`config.mk`:
```
export PLATFORM = sky130hd
export DESIGN_NAME = pipe_hazard_ctrl
export DESIGN_NICKNAME = d
export VERILOG_FILES = /design/src/rtl/pipe_hazard_ctrl_pkg.sv /design/src/rtl/pipe_hazard_ctrl_stage_track.sv /design/src/rtl/pipe_hazard_ctrl.sv
export SDC_FILE = /design/constraint.sdc
export NUM_CORES = 1
export LEC_CHECK = 0
export CAP_MARGIN = 10
export CORE_UTILIZATION = 55
export DETAILED_ROUTE_END_ITERATION = 8
export DONT_BUFFER_PORTS = 1
export PLACE_DENSITY = 0.82
export REMOVE_ABC_BUFFERS = 1
export SETUP_SLACK_MARGIN = 0.02
export SYNTH_ARGS = -nofsm -noshare
export SYNTH_HDL_FRONTEND = slang
export SYNTH_HIERARCHICAL = 1
export SYNTH_SLANG_ARGS = --single-unit
```
`constraint.sdc`:
```
create_clock -name clk -period 2.2 [get_ports clk]
set_clock_uncertainty 0.05 [all_clocks]
set_input_delay 0.44 -clock clk [delete_from_list [all_inputs] [get_ports clk]]
set_output_delay 0.44 -clock clk [all_outputs]
set_load 0.02 [all_outputs]
```
`src/rtl/pipe_hazard_ctrl_pkg.sv`:
```
// Shared constants for the pipeline hazard controller: stage indices, forward-select codes, default widths.
package pipe_hazard_ctrl_pkg;

  localparam int STG_EXE      = 0;
  localparam int STG_MEM      = 1;
  localparam int DEF_STAGES   = 3;
  localparam int DEF_REG_BITS = 4;
  localparam int DEF_CNT_BITS = 16;
  localparam int FWD_REGFILE  = 0;

  // Forward-select code for a producer sitting in tracked stage k.
  function automatic int fwd_code(input int k);
    return k + 1;
  endfunction

endpackage

```
`src/rtl/pipe_hazard_ctrl_stage_track.sv`:
```
// One tracked pipeline entry (valid/dest/wb_en/mem_read); loads every cycle unless held.
module pipe_stage_track #(
  parameter int REG_BITS = 4
) (
  input  logic                clk,
  input  logic                rst,
  input  logic                hold_i,
  input  logic                valid_i,
  input  logic [REG_BITS-1:0] dest_i,
  input  logic                wb_en_i,
  input  logic                mem_read_i,
  output logic                valid_o,
  output logic [REG_BITS-1:0] dest_o,
  output logic                wb_en_o,
  output logic                mem_read_o
);

  logic                valid_q, wb_en_q, mem_read_q;
  logic [REG_BITS-1:0] dest_q;

  always_ff @(posedge clk or posedge rst) begin
    if (rst) begin
      valid_q    <= 1'b0;
      dest_q     <= '0;
      wb_en_q    <= 1'b0;
      mem_read_q <= 1'b0;
    end else if (!hold_i) begin
      valid_q    <= valid_i;
      dest_q     <= dest_i;
      wb_en_q    <= wb_en_i;
      mem_read_q <= mem_read_i;
    end
  end

  assign valid_o    = valid_q;
  assign dest_o     = dest_q;
  assign wb_en_o    = wb_en_q;
  assign mem_read_o = mem_read_q;

endmodule

```
`src/rtl/pipe_hazard_ctrl.sv`:
```
// Pipeline control beside ID: tracks in-flight instructions, derives freeze/bubble/flush and forward selects.
module pipe_hazard_ctrl
  import pipe_hazard_ctrl_pkg::*;
#(
  parameter int  STAGES   = DEF_STAGES,
  parameter int  REG_BITS = DEF_REG_BITS,
  parameter bit  FWD_EN   = 1'b0,
  parameter int  CNT_BITS = DEF_CNT_BITS,
  localparam int FSEL_BITS = $clog2(STAGES + 1)
) (
  input  logic                 clk,
  input  logic                 rst,
  input  logic                 id_valid,
  input  logic [REG_BITS-1:0]  id_src1,
  input  logic                 id_src1_en,
  input  logic [REG_BITS-1:0]  id_src2,
  input  logic                 id_two_src,
  input  logic [REG_BITS-1:0]  id_dest,
  input  logic                 id_wb_en,
  input  logic                 id_mem_read,
  input  logic                 br_taken,
  input  logic                 mem_stall,
  output logic                 pc_freeze,
  output logic                 idex_bubble,
  output logic                 flush,
  output logic [FSEL_BITS-1:0] fwd_sel1,
  output logic [FSEL_BITS-1:0] fwd_sel2,
  output logic [STAGES-1:0]    stage_valid,
  output logic [CNT_BITS-1:0]  stall_cycles
);

  logic [STAGES-1:0]   valid_q, wb_en_q, mem_read_q;
  logic [REG_BITS-1:0] dest_q [STAGES];
  logic [STAGES-1:0]   m1, m2;
  logic                raw_haz, lu_haz, hazard, ld0;
  logic [FSEL_BITS-1:0] pick1, pick2;
  logic [CNT_BITS-1:0] stall_q, stall_d;
  logic                unused_mem_read;

  // A bubble entering EXE carries no fields, so later stages never see stale producers.
  assign ld0 = id_valid & ~idex_bubble;

  for (genvar k = 0; k < STAGES; k++) begin : g_stage
    if (k == STG_EXE) begin : g_head
      pipe_stage_track #(.REG_BITS(REG_BITS)) u_trk (
        .clk(clk), .rst(rst), .hold_i(mem_stall),
        .valid_i(ld0), .dest_i(ld0 ? id_dest : '0),
        .wb_en_i(ld0 & id_wb_en), .mem_read_i(ld0 & id_mem_read),
        .valid_o(valid_q[k]), .dest_o(dest_q[k]),
        .wb_en_o(wb_en_q[k]), .mem_read_o(mem_read_q[k])
      );
    end else begin : g_tail
      pipe_stage_track #(.REG_BITS(REG_BITS)) u_trk (
        .clk(clk), .rst(rst), .hold_i(mem_stall),
        .valid_i(valid_q[k-1]), .dest_i(dest_q[k-1]),
        .wb_en_i(wb_en_q[k-1]), .mem_read_i(mem_read_q[k-1]),
        .valid_o(valid_q[k]), .dest_o(dest_q[k]),
        .wb_en_o(wb_en_q[k]), .mem_read_o(mem_read_q[k])
      );
    end
  end

  assign unused_mem_read = ^mem_read_q;

  always_comb begin
    m1 = '0;
    m2 = '0;
    for (int k = 0; k < STAGES; k++) begin
      m1[k] = valid_q[k] & wb_en_q[k] & id_src1_en & (dest_q[k] == id_src1);
      m2[k] = valid_q[k] & wb_en_q[k] & id_two_src & (dest_q[k] == id_src2);
    end
  end

  // WB is excluded from the stall check because the regfile writes before it is read.
  assign raw_haz = |(m1[STAGES-2:0] | m2[STAGES-2:0]);
  assign lu_haz  = (m1[STG_EXE] | m2[STG_EXE]) & mem_read_q[STG_EXE];
  assign hazard  = id_valid & (FWD_EN ? lu_haz : raw_haz);

  // Scan oldest to youngest so the youngest matching producer overwrites.
  always_comb begin
    pick1 = FSEL_BITS'(FWD_REGFILE);
    pick2 = FSEL_BITS'(FWD_REGFILE);
    for (int k = STAGES - 1; k >= 0; k--) begin
      if (m1[k]) pick1 = FSEL_BITS'(fwd_code(k));
      if (m2[k]) pick2 = FSEL_BITS'(fwd_code(k));
    end
  end

  assign fwd_sel1    = FWD_EN ? pick1 : FSEL_BITS'(FWD_REGFILE);
  assign fwd_sel2    = FWD_EN ? pick2 : FSEL_BITS'(FWD_REGFILE);
  assign flush       = br_taken & ~mem_stall;
  assign pc_freeze   = mem_stall | (hazard & ~br_taken);
  assign idex_bubble = ~mem_stall & (hazard | flush);
  assign stage_valid = valid_q;

  assign stall_d = (pc_freeze && !(&stall_q)) ? stall_q + CNT_BITS'(1) : stall_q;

  always_ff @(posedge clk or posedge rst) begin
    if (rst) stall_q <= '0;
    else     stall_q <= stall_d;
  end

  assign stall_cycles = stall_q;

endmodule

```
; Yosys cells after proc, flatten, opt, wreduce, memory -nomap -nowiden
; Index checks and enable logic that the tools add are counted.
[word_totals]
output_inout_bits = 26
in_bits = 21
register_bits = 29
elab_cells = 40
[classes]
n_mux = 1
n_reduce_logical = 4
add_sub_neg = 1
bitwise = 22
n_eq_ne = 4
[ops]
columns = operator, count
row1 = adder 16 x 1 -> 16 bit (second input constant), 1
row2 = AND 1 bit, 16
row3 = equality test 4 bit, 4
row4 = AND reduction 16 bit, 1
row5 = 2-to-1 mux 4 bit, 1
row6 = inverter 1 bit, 3
row7 = OR 1 bit, 2
row8 = OR 2 bit, 1
row9 = OR reduction 2 bit, 1
row10 = logical AND 1 bit, 1
row11 = zero test 1 bit, 1

; Depth between registers and ports, before layout
; Gate-level depths: netlist of the first run.
[logic_depth]
ltp_word = 11
ltp_mapped = 9

; Modules after synthesis
; Netlist of the first run, hierarchy kept.
[modules_own_cells]
columns = module, area_per_inst_um2, cells_each, n_inst
row1 = pipe_hazard_ctrl, 1079.8, 110, 1
row2 = pipe_stage_track, 295.3, 16, 3

; Worst setup path after synthesis of the first run
; No wires, ideal clock.
[synth_timing]
path_type = input to register
from = in id_src1[1]
to = reg stall_q[3], in the netlist stall_cycles[3]
required_ps = 2019
setup_ps = 131
path_stages = 8
slack_ps = 25
arrival_ps = 1995
n_path_buf = 1
cell_sequence = xor2_1 or4_1 o21ai_2 o211ai_2 a32oi_4 buf_6 nand4_1 xnor2_1
[synth_between]
elab_chain_cells = 8
[synth_rtl]
columns = item, line
row1 = start: declaration, pipe_hazard_ctrl.sv:14  ; input logic [REG_BITS-1:0] id_src1,
row2 = equality test 4 bit, pipe_hazard_ctrl.sv:69  ; m1[k] = valid_q[k] & wb_en_q[k] & id_src1_en & (dest_q[k] == id_src1);
row3 = AND 1 bit, pipe_hazard_ctrl.sv:69
row4 = OR 2 bit (*), pipe_hazard_ctrl.sv:75  ; assign raw_haz = |(m1[STAGES-2:0] | m2[STAGES-2:0]);
row5 = OR reduction 2 bit (*), pipe_hazard_ctrl.sv:75
row6 = AND 1 bit (*), pipe_hazard_ctrl.sv:77  ; assign hazard = id_valid & (FWD_EN ? lu_haz : raw_haz);
row7 = AND 1 bit (*), pipe_hazard_ctrl.sv:92  ; assign pc_freeze = mem_stall | (hazard & ~br_taken);
row8 = OR 1 bit (*), pipe_hazard_ctrl.sv:92
row9 = logical AND 1 bit (*), pipe_hazard_ctrl.sv:96  ; assign stall_d = (pc_freeze && !(&stall_q)) ? stall_q + CNT_BITS'(1) : stall_q;
row10 = end signal: assignment, pipe_hazard_ctrl.sv:100  ; else stall_q <= stall_d;
row11 = end: declaration, pipe_hazard_ctrl.sv:37  ; logic [CNT_BITS-1:0] stall_q, stall_d;
; Mark *: on every way between the ends. The rest lies on a longest branch, timed or not.
; A chain may end at the register's enable or synchronous reset.

; Worst setup path in the final report of the first run
[layout_timing]
from = reg g_stage[0].g_head.u_trk.dest_q[1]
to = reg stall_q[13], in the netlist stall_cycles[13]
[layout_between]
elab_chain_cells = 8
[layout_rtl]
columns = item, line
row1 = start: declaration, pipe_hazard_ctrl_stage_track.sv:19  ; logic [REG_BITS-1:0] dest_q;
row2 = start signal: assignment, pipe_hazard_ctrl_stage_track.sv:29  ; dest_q <= dest_i;
row3 = equality test 4 bit (on tied branches), "pipe_hazard_ctrl.sv:69, pipe_hazard_ctrl.sv:70"
row4 = AND 1 bit (on tied branches), "pipe_hazard_ctrl.sv:69, pipe_hazard_ctrl.sv:70"
row5 = OR 2 bit (*), pipe_hazard_ctrl.sv:75
row6 = OR reduction 2 bit (*), pipe_hazard_ctrl.sv:75
row7 = AND 1 bit (*), pipe_hazard_ctrl.sv:77
row8 = AND 1 bit (*), pipe_hazard_ctrl.sv:92
row9 = OR 1 bit (*), pipe_hazard_ctrl.sv:92
row10 = logical AND 1 bit (*), pipe_hazard_ctrl.sv:96
; Marked as above.

==> results.json, run 1 <==
{
  "criticalPathCategory": "flip-flop to flip-flop",
  "syn_area_um2": 1639,
  "antenna_left": 0,
  "drtPass1Iterations": 4,
  "swShare": 0.3476,
  "hp-class": "input port to flip-flop",
  "slowest_stage": "or4_4",
  "power.switching_uw": 553.3,
  "htreeDepth": 2,
  "io_pins": 47,
  "antenna_found_initial": 0,
  "p_int_uw": 1038,
  "finalWorstSetupSlack_ps": -321.2,
  "slew_headroom": 0.5956,
  "p_comb_frac": 0.328,
  "clock-root-buffer": "clkbuf_4",
  "p_per_area_nw_per_um2": 779.0,
  "dp_slack_ps": -64.52,
  "placed_area_um2": 1792,
  "cp_max_fo": 7,
  "min_period_ps": 2521,
  "timing.critical_path.buf_inv": 3,
  "cp.arrival_ps": 2690,
  "grt_max_degree": 18,
  "path_clk_slew_ps": 100,
  "drive_gt1_frac": 0.4011,
  "crit_path_cell_trace": "xor2_1 -> or4_4 -> o41ai_4 -> buf_4 -> o211ai_2 -> buf_4 -> a32oi_4 -> buf_12 -> nand4_1 -> xnor2_1",
  "required_ps": 2370,
  "grt_pass1_wl_um": 5844,
  "syn_inst": 141,
  "violations": "setup timing",
  "floorplan.initialDensity": 0.5893,
  "post-route-drc-count": 0,
  "period_share": 1.146,
  "setup-violations-final": 17,
  "synth_warnings": 6,
  "drt_iter0_drc": 61,
  "fin_area_um2": 2043,
  "status": "finished with violations",
  "finalHoldViolations": 0,
  "cts_buffers": 5,
  "place_hpwl_um": 2437,
  "n_antenna_cell": 0,
  "area_delta_synth_final_pct": 24.66,
  "insertion_delay_ps": 340,
  "slew_viol_final": 0,
  "wl_per_cell_um": 17.29,
  "first_global_vias": 1234,
  "cap_violations": 0,
  "peakVddDrop_uv": 658.3,
  "cts_sinks": 29,
  "fin_nets": 198,
  "grt_overflow": 0,
  "crit_top_cell": "buf_4",
  "dieHeight_um": 56.59,
  "max_freq_ghz": 0.3966,
  "leakagePower_uw": 0.0009927,
  "rows": 19,
  "syn_area_per_cell_um2": 11.62,
  "die-area_um2": 3202,
  "rsz0062_at_grt": "true",
  "grtUsageTotal": 0.2485,
  "worst_pin_slew_ps": 605.9,
  "seqPwrFrac": 0.450,
  "die_w_um": 56.59,
  "cts_tree": "built",
  "p_clk_frac": 0.222,
  "vias": 1194,
  "core_area_um2": 2781,
  "drt_wl_total_um": 3596,
  "endpoint_kind": "flip-flop",
  "critical_path.top_delay_family": "simple AND/OR/NAND/NOR gates",
  "vias_per_cell": 5.740,
  "cts_buffer_depth": 2,
  "start_kind": "flip-flop",
  "portBuffers": 0,
  "place_congestion": 0.8346,
  "critPathMaxStageDelay_ps": 490
}
[worst register-to-register path: cells and delay by family (launching register included)]
| kind | cells | cell delay, ps |
|---|---|---|
| AOI/OAI and AO/OA | 3 | 410 |
| DFF | 1 | 440 |
| and+or+nand+nor | 2 | 650 |
| xor gates and xnor gates | 2 | 370 |
| buffers and inverters | 3 | 490 |
[sequential cells by signal (all words and copies together), names as in the netlist]
signal                        flops
g_stage.g_tail.u_trk/valid_o      2
g_stage.g_tail.u_trk/wb_en_o      1
g_stage.g_head.u_trk/valid_o      1
stall_cycles                     16
g_stage.g_head.u_trk/dest_o       4
g_stage.g_head.u_trk/wb_en_o      1
g_stage.g_tail.u_trk/dest_o       4
[cell type report]
class	instances	area, um^2
multi-input cells	100	889.6
fillers	192	738.2
flip-flops and latches	29	725.7
repair buffers	33	297.8
clock buffers	6	51.30
well taps	31	38.79
inverters	7	26.28
clock inverters	2	13.76
[worst paths after layout]
path / from / endpoint / slack, ps / cells past startpoint
hold / removal: mem_stall / g_stage[1].g_tail.u_trk/wb_en_o / 210 / 1
setup / recovery: g_stage[0].g_head.u_trk/dest_o[1] / stall_cycles[13] / -320 / 10
hold reg to reg: g_stage[1].g_tail.u_trk/wb_en_o / g_stage[1].g_tail.u_trk/wb_en_o / 520 / 1
max in group asynchronous: rst / stall_cycles[15] / 1060 / 2
setup reg to reg: g_stage[0].g_head.u_trk/dest_o[1] / stall_cycles[13] / -320 / 10
min in group asynchronous: rst / g_stage[2].g_tail.u_trk/valid_o / 390 / 2
[per-layer routing]
layer	vias up	global-route usage	wire [um]	share of wire
met3	11	0.1037	258	0.072
met4	0	0.1115	89	0.025
met5	-	0	0	0
met2	59	0.4101	1878	0.52
met1	583	0.2786	1371	0.38
li1	541	-	-	-
[placed cells by master (no fill, tap or decap), types with 2 or more instances in the layout]
master    instances
dfrtp_1          29
buf_4            26
xnor2_1          19
mux2_4           14
nand4_1          11
xor2_1           10
inv_1             7
nand3_1           5
nor2_1            5
clkbuf_4          5
nand2_1           4
and2_4            4
conb_1            4
buf_6             4
and3_1            3
or4_4             2
nand2_2           2
and2_1            2
nand2b_1          2
[what timing repair did]
action	4_1_cts	5_1_grt
endpoints found under the hold margin	26	0
setup buffers	7	2
gates cloned	1	0
hold buffers	1	0
pin swaps	12	13
gates resized for setup	13	9
setup endpoints to repair	12	23
[power groups by stage]
stage | Sequential [uW] | Combinational [uW] | Clock (uW)
after floorplan | 812 | 204 | 0
after global placement | 710 | 447 | 0
after detailed placement | 719 | 465 | 0
after CTS | 708 | 506 | 364
after global routing | 726 | 562 | 385
final | 716 | 522 | 354
[per-stage QoR]
stage / power, uW / hold WS, ps / TNS, ps / std cells / utilization
6_report: 1592 / 205.5 / -4151 / 208 / 0.7346
5_1_grt: 1672 / 178.3 / -6187 / 208 / 0.7346
4_1_cts: 1578 / 191.4 / -3548 / 206 / 0.7197
3_5_place_dp: 1184 / 121.7 / -428.6 / 189 / 0.6442
3_3_place_gp: 1157 / 121.1 / -147.1 / 189 / 0.6442
2_1_floorplan: 1016 / 118.7 / -35.59 / 136 / -
No activity file was read; power rests on OpenSTA's default activity.
==> inputs of run 2 (changes only) <==
--- a/config.mk
+++ b/config.mk
@@ -9,6 +9,7 @@
 export CORE_UTILIZATION = 55
 export DETAILED_ROUTE_END_ITERATION = 8
 export DONT_BUFFER_PORTS = 1
+export GPL_ROUTABILITY_DRIVEN = 0
 export PLACE_DENSITY = 0.82
 export REMOVE_ABC_BUFFERS = 1
 export SETUP_SLACK_MARGIN = 0.02
==> results of run 2 <==
Same layout as run 1: the final DEF is identical, and so are final timing and power.
==> inputs of run 3 (changes only) <==
--- a/config.mk
+++ b/config.mk
@@ -5,6 +5,7 @@
 export SDC_FILE = /design/constraint.sdc
 export NUM_CORES = 1
 export LEC_CHECK = 0
+export ABC_AREA = 1
 export CAP_MARGIN = 10
 export CORE_UTILIZATION = 55
 export DETAILED_ROUTE_END_ITERATION = 8
==> constraint.sdc (replaced) <==
create_clock -name clk -period 2.2 [get_ports clk]
set_clock_uncertainty 0.05 [all_clocks]
set_input_delay 0.44 -clock clk [delete_from_list [all_inputs] [get_ports clk]]
set_output_delay 0.44 -clock clk [all_outputs]
set_load 0.005 [all_outputs]
==> run 3 against run 2 <==
Net effect: the run now ends clean; critical path depth is 2 lower; core utilization is 13 points lower; count of clock-buffer cells in the layout increased by 1; clock power is 9.9% lower; worst hold slack lost 180 ps; critical path type is now flip-flop to output pin; highest routed layer unchanged.
==> results.json, run 3 <==
{
  "place_hpwl_um": 3046,
  "power.switching_uw": 458.4,
  "die_w_um": 61.54,
  "floorplan.initialDensity": 0.5796,
  "grt_overflow": 0,
  "period_share": 0.9463,
  "area_delta_synth_final_pct": 4.942,
  "syn_area_um2": 1949,
  "clock-root-buffer": "clkbuf_4",
  "p_clk_frac": 0.239,
  "critPathMaxStageDelay_ps": 460,
  "drtPass1Iterations": 4,
  "fin_area_um2": 2046,
  "antenna_left": 0,
  "path_clk_slew_ps": 90,
  "cts_sinks": 29,
  "largest_register_ffs": 16,
  "vias": 1716,
  "placed_area_um2": 1946,
  "slowest_stage": "dfrtp_1",
  "portBuffers": 0,
  "seqPwrFrac": 0.552,
  "cts_buffers": 5,
  "status": "complete, no violations",
  "crit_path_cell_trace": "nand3_1 -> nor2_1 -> nand3_1 -> nand2_2 -> inv_1 -> nand2_1 -> nand3_2 -> nand2_4",
  "drt_wl_total_um": 4145,
  "drt_iter0_drc": 106,
  "criticalPathCategory": "flip-flop to output pin",
  "grtUsageTotal": 0.2385,
  "p_per_area_nw_per_um2": 652.6,
  "post-route-util": 0.6083,
  "min_period_ps": 2082,
  "fin_nets": 315,
  "p_comb_frac": 0.210,
  "swShare": 0.3434,
  "post-route-drc-count": 0,
  "layout_common_cells": "nand2_1 (115), inv_1 (34), nand3_1 (34)",
  "peakVddDrop_uv": 502.3,
  "vias_per_cell": 5.062,
  "required_ps": 1710,
  "insertion_delay_ps": 320,
  "syn_area_per_cell_um2": 6.769,
  "syn_inst": 288,
  "max_freq_ghz": 0.4803,
  "core_area_um2": 3363,
  "io_pins": 47,
  "drive_gt1_frac": 0.1297,
  "cp.arrival_ps": 1590,
  "p_int_uw": 876.6,
  "slew_viol_final": 0,
  "wl_per_cell_um": 12.23,
  "worst_pin_slew_ps": 616.4,
  "first_global_vias": 1477,
  "cts_buffer_depth": 2,
  "cp_max_fo": 5,
  "die-area_um2": 3787,
  "grt_pass1_wl_um": 6472,
  "crit_top_cell": "nand3_1",
  "n_antenna_cell": 0,
  "leakagePower_uw": 0.001119,
  "dieHeight_um": 61.54,
  "hp-class": "input port to async pin",
  "cap_violations": 0,
  "grt_max_degree": 19,
  "finalHoldViolations": 0,
  "setup-violations-final": 0,
  "endpoint_kind": "output pin",
  "slew_headroom": 0.5886,
  "antenna_found_initial": 0,
  "mostFrequentLayoutCell": "nand2_1",
  "rows": 21,
  "cts_tree": "built",
  "synth_warnings": 6,
  "htreeDepth": 2,
  "start_kind": "flip-flop"
}
run 3: cell types whose count changed in the layout (fill, tap and decap cells not counted), moves of 3 or more:
| cell | change |
|---|---|
| nand2_1 | +111 |
| nand3_1 | +29 |
| inv_1 | +27 |
| buf_4 | -23 |
| mux2_4 | -14 |
| xnor2_1 | -13 |
| nor2_1 | +12 |
| inv_2 | +10 |
| nand4_1 | -9 |
| and2_4 | -4 |
| buf_6 | -4 |
| nand3_2 | +4 |
| and3_1 | -3 |
| nor3_2 | +3 |
run 3: per-stage QoR:
stage               setup WS (ps)  power [uW]  instances  TNS [ps]  hold slack [ps]
floorplan                   444.1       952.1        281         0            118.7
CTS                         134.2        1344        337         0            42.35
global placement            449.0        1006        329         0            121.2
detailed placement          417.5        1021        329         0            121.9
finish                      118.1        1335        339         0            23.18
global route               -9.925        1435        339    -9.925            74.62
run 3: layout make-up:
cell class | count | area, um^2
well taps | 46 | 57.56
fillers | 328 | 1318
repair buffers | 4 | 32.53
multi-input cells | 209 | 1007
flip-flops and latches | 29 | 728.2
clock buffers | 7 | 55.05
inverters | 44 | 165.2
run 3: metal layers:
layer	wire, um	track usage
met2	1885	0.3425
met4	53	0.09524
met5	0	0
met3	248	0.07353
met1	1957	0.3351
run 3: critical path: cells and delay by family, from the launching register on:
kind	cells	cell delay, ps
DFF	1	460
buffers and inverters	1	40
and+or+nand+nor	7	790
run 3: worst paths after layout:
path                       depth (start not counted)                             from  slack, ps                                 to
min                                                1                              rst         20                   stall_cycles[12]
min reg2reg                                        2  g_stage[2].g_tail.u_trk/valid_o        460    g_stage[2].g_tail.u_trk/valid_o
max reg2reg                                        9                  stall_cycles[0]        350                    stall_cycles[4]
max in group asynchronous                          2                              rst       1410  g_stage[0].g_head.u_trk/dest_o[0]
max                                                8  g_stage[0].g_head.u_trk/valid_o        120                          pc_freeze
min in group clk                                   2                        mem_stall        190    g_stage[1].g_tail.u_trk/valid_o
run 3: power by group through the flow:
stage,logic (uW),clock network [uW],registers [uW]
finish,280,319,736
floorplan,235,0,717
detailed placement,276,0,745
global route,326,355,753
global placement,266,0,741
CTS,280,329,735
run 3: timing repair:
item | 4_1_cts | 5_1_grt
setup endpoints to repair | 0 | 2
hold endpoints to repair | 13 | 0
hold buffers | 1 | 0
buffers inserted | 0 | 1
resized for setup | 0 | 7
